**config.mk**
```make
export PLATFORM = sky130hd
export DESIGN_NAME = sevenseg_scan
export DESIGN_NICKNAME = d
export VERILOG_FILES = /design/src/rtl/sevenseg_pkg.sv /design/src/rtl/sevenseg_slot_timer.sv /design/src/rtl/sevenseg_scan.sv
export SDC_FILE = /design/constraint.sdc
export NUM_CORES = 1
export LEC_CHECK = 0
export BUFFER_PORTS_ARGS = -buffer_cell sky130_fd_sc_hd__clkbuf_2
export CAP_MARGIN = 0
export CORE_UTILIZATION = 40
export CTS_CLUSTER_DIAMETER = 80
export DETAILED_ROUTE_END_ITERATION = 6
export PLACE_DENSITY = 0.57
export SETUP_SLACK_MARGIN = 0.05
export SLEW_MARGIN = 20
export SYNTH_ARGS = -nofsm -noshare
export SYNTH_HDL_FRONTEND = slang
export SYNTH_SLANG_ARGS = --single-unit
```
**constraint.sdc**
```tcl
create_clock -name clk -period 2.6 [get_ports clk]
set_clock_uncertainty 0.05 [all_clocks]
set_input_delay 0.26 -clock clk [delete_from_list [all_inputs] [get_ports clk]]
set_output_delay 0.26 -clock clk [all_outputs]
set_load 0.005 [all_outputs]
```
**src/rtl/sevenseg_pkg.sv**
```systemverilog
// Shared types and helpers for the 7-segment scan controller.
package sevenseg_pkg;

    localparam int NIBBLE_W   = 4;
    localparam int MAX_DIGITS = 8;

    typedef enum logic {
        SCAN_DEAD  = 1'b0,
        SCAN_DRIVE = 1'b1
    } scan_state_t;

    // Active-low anode vector with only bit idx low; bits at or above width stay 1.
    function automatic logic [MAX_DIGITS-1:0] onehot_low(input logic [2:0] idx, input int width);
        logic [MAX_DIGITS-1:0] v;
        v = '1;
        if (int'(idx) < width) v[idx] = 1'b0;
        return v;
    endfunction

endpackage

```
**src/rtl/sevenseg_slot_timer.sv**
```systemverilog
// Slot timer: cnt counts cycles within a digit slot, idx selects the digit.
// Both restart from zero whenever en is low.
module sevenseg_slot_timer #(
    parameter int DIGITS      = 8,
    parameter int PRESCALE    = 100000,
    parameter int DEAD_CYCLES = 2
) (
    input  logic                      clk,
    input  logic                      reset_n,
    input  logic                      en,
    output logic [$clog2(DIGITS)-1:0] idx,
    output logic                      slot_start,
    output logic                      dead
);

    localparam int CNT_W = $clog2(PRESCALE);
    localparam int IDX_W = $clog2(DIGITS);
    localparam logic [CNT_W-1:0] CNT_LAST = CNT_W'(PRESCALE - 1);
    localparam logic [CNT_W-1:0] DEAD_LIM = CNT_W'(DEAD_CYCLES);
    localparam logic [IDX_W-1:0] IDX_LAST = IDX_W'(DIGITS - 1);

    logic [CNT_W-1:0] r_cnt;
    logic [IDX_W-1:0] r_idx;

    // Slot counter with digit advance on wrap; disable restarts the scan at digit 0.
    always_ff @(posedge clk or negedge reset_n) begin
        if (!reset_n) begin
            r_cnt <= '0;
            r_idx <= '0;
        end else if (!en) begin
            r_cnt <= '0;
            r_idx <= '0;
        end else if (r_cnt == CNT_LAST) begin
            r_cnt <= '0;
            r_idx <= (r_idx == IDX_LAST) ? '0 : r_idx + IDX_W'(1);
        end else begin
            r_cnt <= r_cnt + CNT_W'(1);
        end
    end

    assign idx        = r_idx;
    assign slot_start = (r_cnt == '0);
    assign dead       = (r_cnt < DEAD_LIM);

endmodule

```
**src/rtl/sevenseg_scan.sv**
```systemverilog
// Time-multiplexed scan controller for a common-anode 7-segment display.
// Snapshots the inputs once per frame, drives one digit per slot with a
// leading dead-time, and registers every output.
// Optional: define SEVENSEG_LEADING_ZERO_BLANK_EN to blank leading zero digits.
module sevenseg_scan
    import sevenseg_pkg::*;
#(
    parameter int DIGITS      = 8,
    parameter int PRESCALE    = 100000,
    parameter int DEAD_CYCLES = 2
) (
    input  logic                       clk,
    input  logic                       reset_n,
    input  logic                       en,
    input  logic [NIBBLE_W*DIGITS-1:0] data_in,
    input  logic [DIGITS-1:0]          dp_in,
    input  logic [DIGITS-1:0]          blank_in,
    output logic [NIBBLE_W-1:0]        digit_data,
    output logic [DIGITS-1:0]          an_l,
    output logic                       dp_l,
    output logic                       frame_start
);

    localparam int IDX_W = $clog2(DIGITS);

    logic [IDX_W-1:0] w_idx;
    logic             w_slot_start;
    logic             w_dead;
    logic             w_snap;

    sevenseg_slot_timer #(
        .DIGITS      (DIGITS),
        .PRESCALE    (PRESCALE),
        .DEAD_CYCLES (DEAD_CYCLES)
    ) u_timer (
        .clk        (clk),
        .reset_n    (reset_n),
        .en         (en),
        .idx        (w_idx),
        .slot_start (w_slot_start),
        .dead       (w_dead)
    );

    // A new frame begins in the first cycle of the digit 0 slot.
    assign w_snap = en & w_slot_start & (w_idx == '0);

    logic [NIBBLE_W*DIGITS-1:0] r_sh_data;
    logic [DIGITS-1:0]          r_sh_dp;
    logic [DIGITS-1:0]          r_sh_blank;

    // Frame shadow: inputs are captured only at frame start so the display never tears.
    always_ff @(posedge clk or negedge reset_n) begin
        if (!reset_n) begin
            r_sh_data  <= '0;
            r_sh_dp    <= '0;
            r_sh_blank <= '0;
        end else if (w_snap) begin
            r_sh_data  <= data_in;
            r_sh_dp    <= dp_in;
            r_sh_blank <= blank_in;
        end
    end

    // In the snapshot cycle the fresh inputs bypass the shadow, so the digit 0
    // nibble lands on digit_data during its dead-time rather than at drive start.
    logic [NIBBLE_W*DIGITS-1:0]        w_eff_data;
    logic [DIGITS-1:0]                 w_eff_dp;
    logic [DIGITS-1:0]                 w_eff_blank;
    logic [DIGITS-1:0][NIBBLE_W-1:0]   w_nib;
    logic [DIGITS-1:0]                 w_blank_all;

    assign w_eff_data  = w_snap ? data_in  : r_sh_data;
    assign w_eff_dp    = w_snap ? dp_in    : r_sh_dp;
    assign w_eff_blank = w_snap ? blank_in : r_sh_blank;
    assign w_nib       = w_eff_data;

`ifdef SEVENSEG_LEADING_ZERO_BLANK_EN
    logic [DIGITS-1:0] w_lz;

    // Digit i (i > 0) is a leading zero when it and every digit above it are zero.
    always_comb begin : lz_calc
        logic v_zero;
        w_lz   = '0;
        v_zero = 1'b1;
        for (int i = DIGITS - 1; i > 0; i--) begin
            v_zero  = v_zero & (w_nib[i] == '0);
            w_lz[i] = v_zero;
        end
    end

    assign w_blank_all = w_eff_blank | w_lz;
`else
    assign w_blank_all = w_eff_blank;
`endif

    logic [MAX_DIGITS-1:0] w_oh8;
    logic [DIGITS-1:0]     w_an_drive;
    scan_state_t           w_state;

    assign w_oh8      = onehot_low(3'(w_idx), DIGITS);
    assign w_an_drive = w_oh8[DIGITS-1:0];
    assign w_state    = w_dead ? SCAN_DEAD : SCAN_DRIVE;

    logic [NIBBLE_W-1:0] r_digit;
    logic [DIGITS-1:0]   r_an_l;
    logic                r_dp_l;
    logic                r_frame_start;

    // Registered outputs: dead-time keeps all anodes off, drive enables one anode.
    always_ff @(posedge clk or negedge reset_n) begin
        if (!reset_n) begin
            r_digit       <= '0;
            r_an_l        <= '1;
            r_dp_l        <= 1'b1;
            r_frame_start <= 1'b0;
        end else if (!en) begin
            r_an_l        <= '1;
            r_dp_l        <= 1'b1;
            r_frame_start <= 1'b0;
        end else begin
            r_frame_start <= w_snap;
            r_digit       <= w_nib[w_idx];
            case (w_state)
                SCAN_DRIVE: begin
                    if (w_blank_all[w_idx]) begin
                        r_an_l <= '1;
                        r_dp_l <= 1'b1;
                    end else begin
                        r_an_l <= w_an_drive;
                        r_dp_l <= ~w_eff_dp[w_idx];
                    end
                end
                default: begin
                    r_an_l <= '1;
                    r_dp_l <= 1'b1;
                end
            endcase
        end
    end

    assign digit_data  = r_digit;
    assign an_l        = r_an_l;
    assign dp_l        = r_dp_l;
    assign frame_start = r_frame_start;

endmodule

```
==> metrics.md <==
| Metric | Value |
|---|---|
| Crit-path most repeated cell | buf_4 |
| Commonest non-fill, non-tap cell in the layout | dfrtp_1 |
| Routed WL | 7950 um |
| Vias | 2644 |
| Synth area leaders | dfrtp_1 (45%), mux2_2 (11%), mux4_2 (10%) |
| Finished Cell Area | 4850 um^2 |
| Max_cap viols | 0 |
| Post-Syn Instances | 304 |
| Max Slew Vio Count | 0 |
| Initial DRC Count | 72 |
| CP max stage cell | dfrtp_2 |
| RSZ-0062 raised after global routing | false |
| Vias in the first global route | 2693 |
| Clock buffer depth | 2 |
| Final Net Count | 437 |
| Asr flop ratio synth | 100% |
| Die Wd | 103 um |
| Core box area | 9860 um^2 |
| Cts bufs inserted | 9 |
| Area share of the largest cell type after synthesis | 44.6% |
| Post-synth EDFFs | 0 |
| WHS Path Cells | 2 |
| Number of port buffers | 64 |
| Max H-tree Level | 3 |
| Largest net degree at the start of global routing | 49 |
| Final hold violation count | 0 |
| Syn. warnings | 0 |
| Area leader, netlist | dfrtp_1 |
| Final ANT Viol Nets | 0 |
| Max IR drop VDD | 0.293 mV |
| #FFs+latches synth | 82 |
| Fin crit share | 92.1% |
| Routability cong. | 0.748 |
| Most frequent cells in the layout | dfrtp_1 (70), clkbuf_2 (63), mux2_2 (41), nor2_1 (32), mux4_2 (19) |
| R2r worst-path depth | 9 |
| Startpoint Class | flop |
| Clock sinks | 82 |
| Sequential-to-total area share from yosys stat | 50.4% |
| GRT overflow | 0 |
| Hold EP | r_sh_dp[5]$_DFF_PN0_ |
| N_diodes | 0 |
| Initial core utilization | 41.5% |
| Crit Path Class | flop to flop |
| Post-synth top flop | dfrtp_1 |
| Rows | 36 |
| F_max | 418 MHz |
| Clock-pin slew on the worst setup and hold paths | 0.08 ns |
| Pre-antenna DRT Iters | 4 |
| Final setup viols | 0 |
| Synthesized area per cell | 13.5 um^2 |
| Fraction of layout cells with a size suffix above 1 | 46.0% |
| Clock latency on the worst-skew pair | 0.35 ns |
| Initial antenna violation count | 0 |
| CP Capture Type | flop |
| CP Cell Sequence | nor4_4 -> nand4_2 -> nor2_4 -> buf_12 -> buf_4 -> buf_4 -> mux4_2 -> mux2i_4 -> o21ai_1 |
| Slowest stage delay, CP | 0.45 ns |
| Area grow syn2layout | 18.5% |
| Cell variety after synth | 46 |
| First-pass GRT wire length | 13200 um |
| Status | completed |
| Wirelength per Cell | 15.3 um |
| Syn Nets | 360 |
| Leak pwr | 0.00209 uW |
| Die ar. | 10600 um^2 |
| FF-to-FF setup slack | 0.21 ns |
| Least-Margin Pin Slew | 0.597 ns |
| DRC Markers | 0 |
| Final core utilization | 49.2% |
| Slew margin rel. | 59.9% |
| Worst hold path class | primary input to flop |
| Via density | 5.10 |
| Total track usage | 16.6% |
| Clk root buf | clkbuf_8 |
| Crit path arrival time | 2.56 ns |
| Worst Path Max Fanout | 14 |
| Vert. Die Dim | 103 um |
| Reg2reg start | u_timer.r_cnt[6]$_DFF_PN0_ |
| # IOs | 65 |
| Post-DP HPWL | 5880 um |
| Required time of the critical path | 2.77 ns |
| Reg-to-reg endpoint | digit_data[2]$_DFFE_PN0P_ |
| Pwr dens | 638 nW/um^2 |
| Hold Crit Start | dp_in[5] |
| Synthesized area | 4090 um^2 |
| Tmin final | 2.39 ns |
| CTS tree | built |
| Setup_tns | 0 ns |
| Placed Area | 4610 um^2 |
-- report_power, final --
part	switching (uW)	total, uW	internal [uW]
Clock	445	882	437
Sequential	110	1610	1500
Combinational	228	603	374
Total	783	3090	2310
-- Yosys cell counts (3+ instances only) --
master    number
clkbuf_1       3
nor2_1        32
o21ai_1        4
nand2_1       16
xnor2_1        5
dfrtp_1       73
a222oi_1       4
xor2_1        10
nand3_1       15
mux2_1         5
mux2_2        41
dfstp_2        9
mux4_1         3
inv_1          6
ha_1           5
buf_6          7
mux4_2        19
mux2i_1        6
o21ai_0        4
nor3_1         3
-- flip-flops by register name, summed over array words and instances (netlist names) --
register       flops
r_sh_data         32
u_timer.r_cnt     17
an_l               8
r_sh_blank         8
r_sh_dp            8
digit_data         4
u_timer.idx        3
dp_l               1
frame_start        1
-- per-stage QoR --
stage	hold slack (ns)	worst slack [ns]	power, uW	std cells
global route	0.0748	0.0587	3270	518
global placement	0.198	0.0671	2210	500
floorplan	-0.0856	0.231	2030	304
finish	0.0845	0.206	3090	518
CTS	0.0630	0.0691	3140	516
detailed placement	0.196	0.0618	2230	500
-- worst max-delay path by stage --
| stage | from | endpoint | cells past startpoint |
|---|---|---|---|
| finish | u_timer.r_cnt[6]$_DFF_PN0_ | digit_data[2]$_DFFE_PN0P_ | 9 |
| global placement | u_timer.r_cnt[12]$_DFF_PN0_ | digit_data[2]$_DFFE_PN0P_ | 9 |
| CTS | u_timer.r_cnt[12]$_DFF_PN0_ | digit_data[2]$_DFFE_PN0P_ | 9 |
| global route | u_timer.r_cnt[6]$_DFF_PN0_ | digit_data[3]$_DFFE_PN0P_ | 8 |
| detailed placement | u_timer.r_cnt[12]$_DFF_PN0_ | digit_data[2]$_DFFE_PN0P_ | 9 |
| floorplan | u_timer.idx[0]$_DFFE_PN0P_ | digit_data[0]$_DFFE_PN0P_ | 10 |
-- layout make-up --
type / count / area, um^2
fill: 901 / 5010
sequential: 82 / 2070
multi-input combinational: 200 / 1920
timing repair buffer: 81 / 490
tap: 133 / 166
clock buffer: 10 / 128
clock inverter: 5 / 56.3
inverter: 7 / 26.3
-- kinds of logic (layout without fill, tap and decap cells) --
group / count (synthesis) / count (layout) / synth area share, %
AO/OA/AOI/OAI: 19 / 19 / 3.24
XOR/XNOR: 15 / 15 / 3.21
AND/OR/NAND/NOR: 87 / 87 / 11.6
flip-flops: 82 / 82 / 50.4
multiplexers: 74 / 74 / 26.5
adder cells (fa/ha/maj): 5 / 5 / 1.53
buffers and inverters: 22 / 103 / 3.55
-- timing repair --
item | in CTS | in global routing
hold endpoints to repair | 25 | 0
buffers inserted | 0 | 2
setup endpoints to repair | 1 | 8
hold buffers | 1 | 0
gates resized for setup | 1 | 6
pin swaps | 0 | 2
-- metal layers --
metal  track usage (%)  up-vias  wire length, um
met5                 0        -                0
met4              5.20        0               86
met3              4.27        8              334
met2              26.6       56             3790
met1              22.3     1317             3740
li1                  -     1263                -
-- worst max-delay path, delay by kind of cell (launching register included) --
kind / cells / cell delay (ns)
AO/OA/AOI/OAI: 1 / 0.08
buffers and inverters: 3 / 0.47
flip-flops: 1 / 0.45
multiplexers: 2 / 0.51
AND/OR/NAND/NOR: 3 / 0.71
No activity file was read; power rests on OpenSTA's default activity.
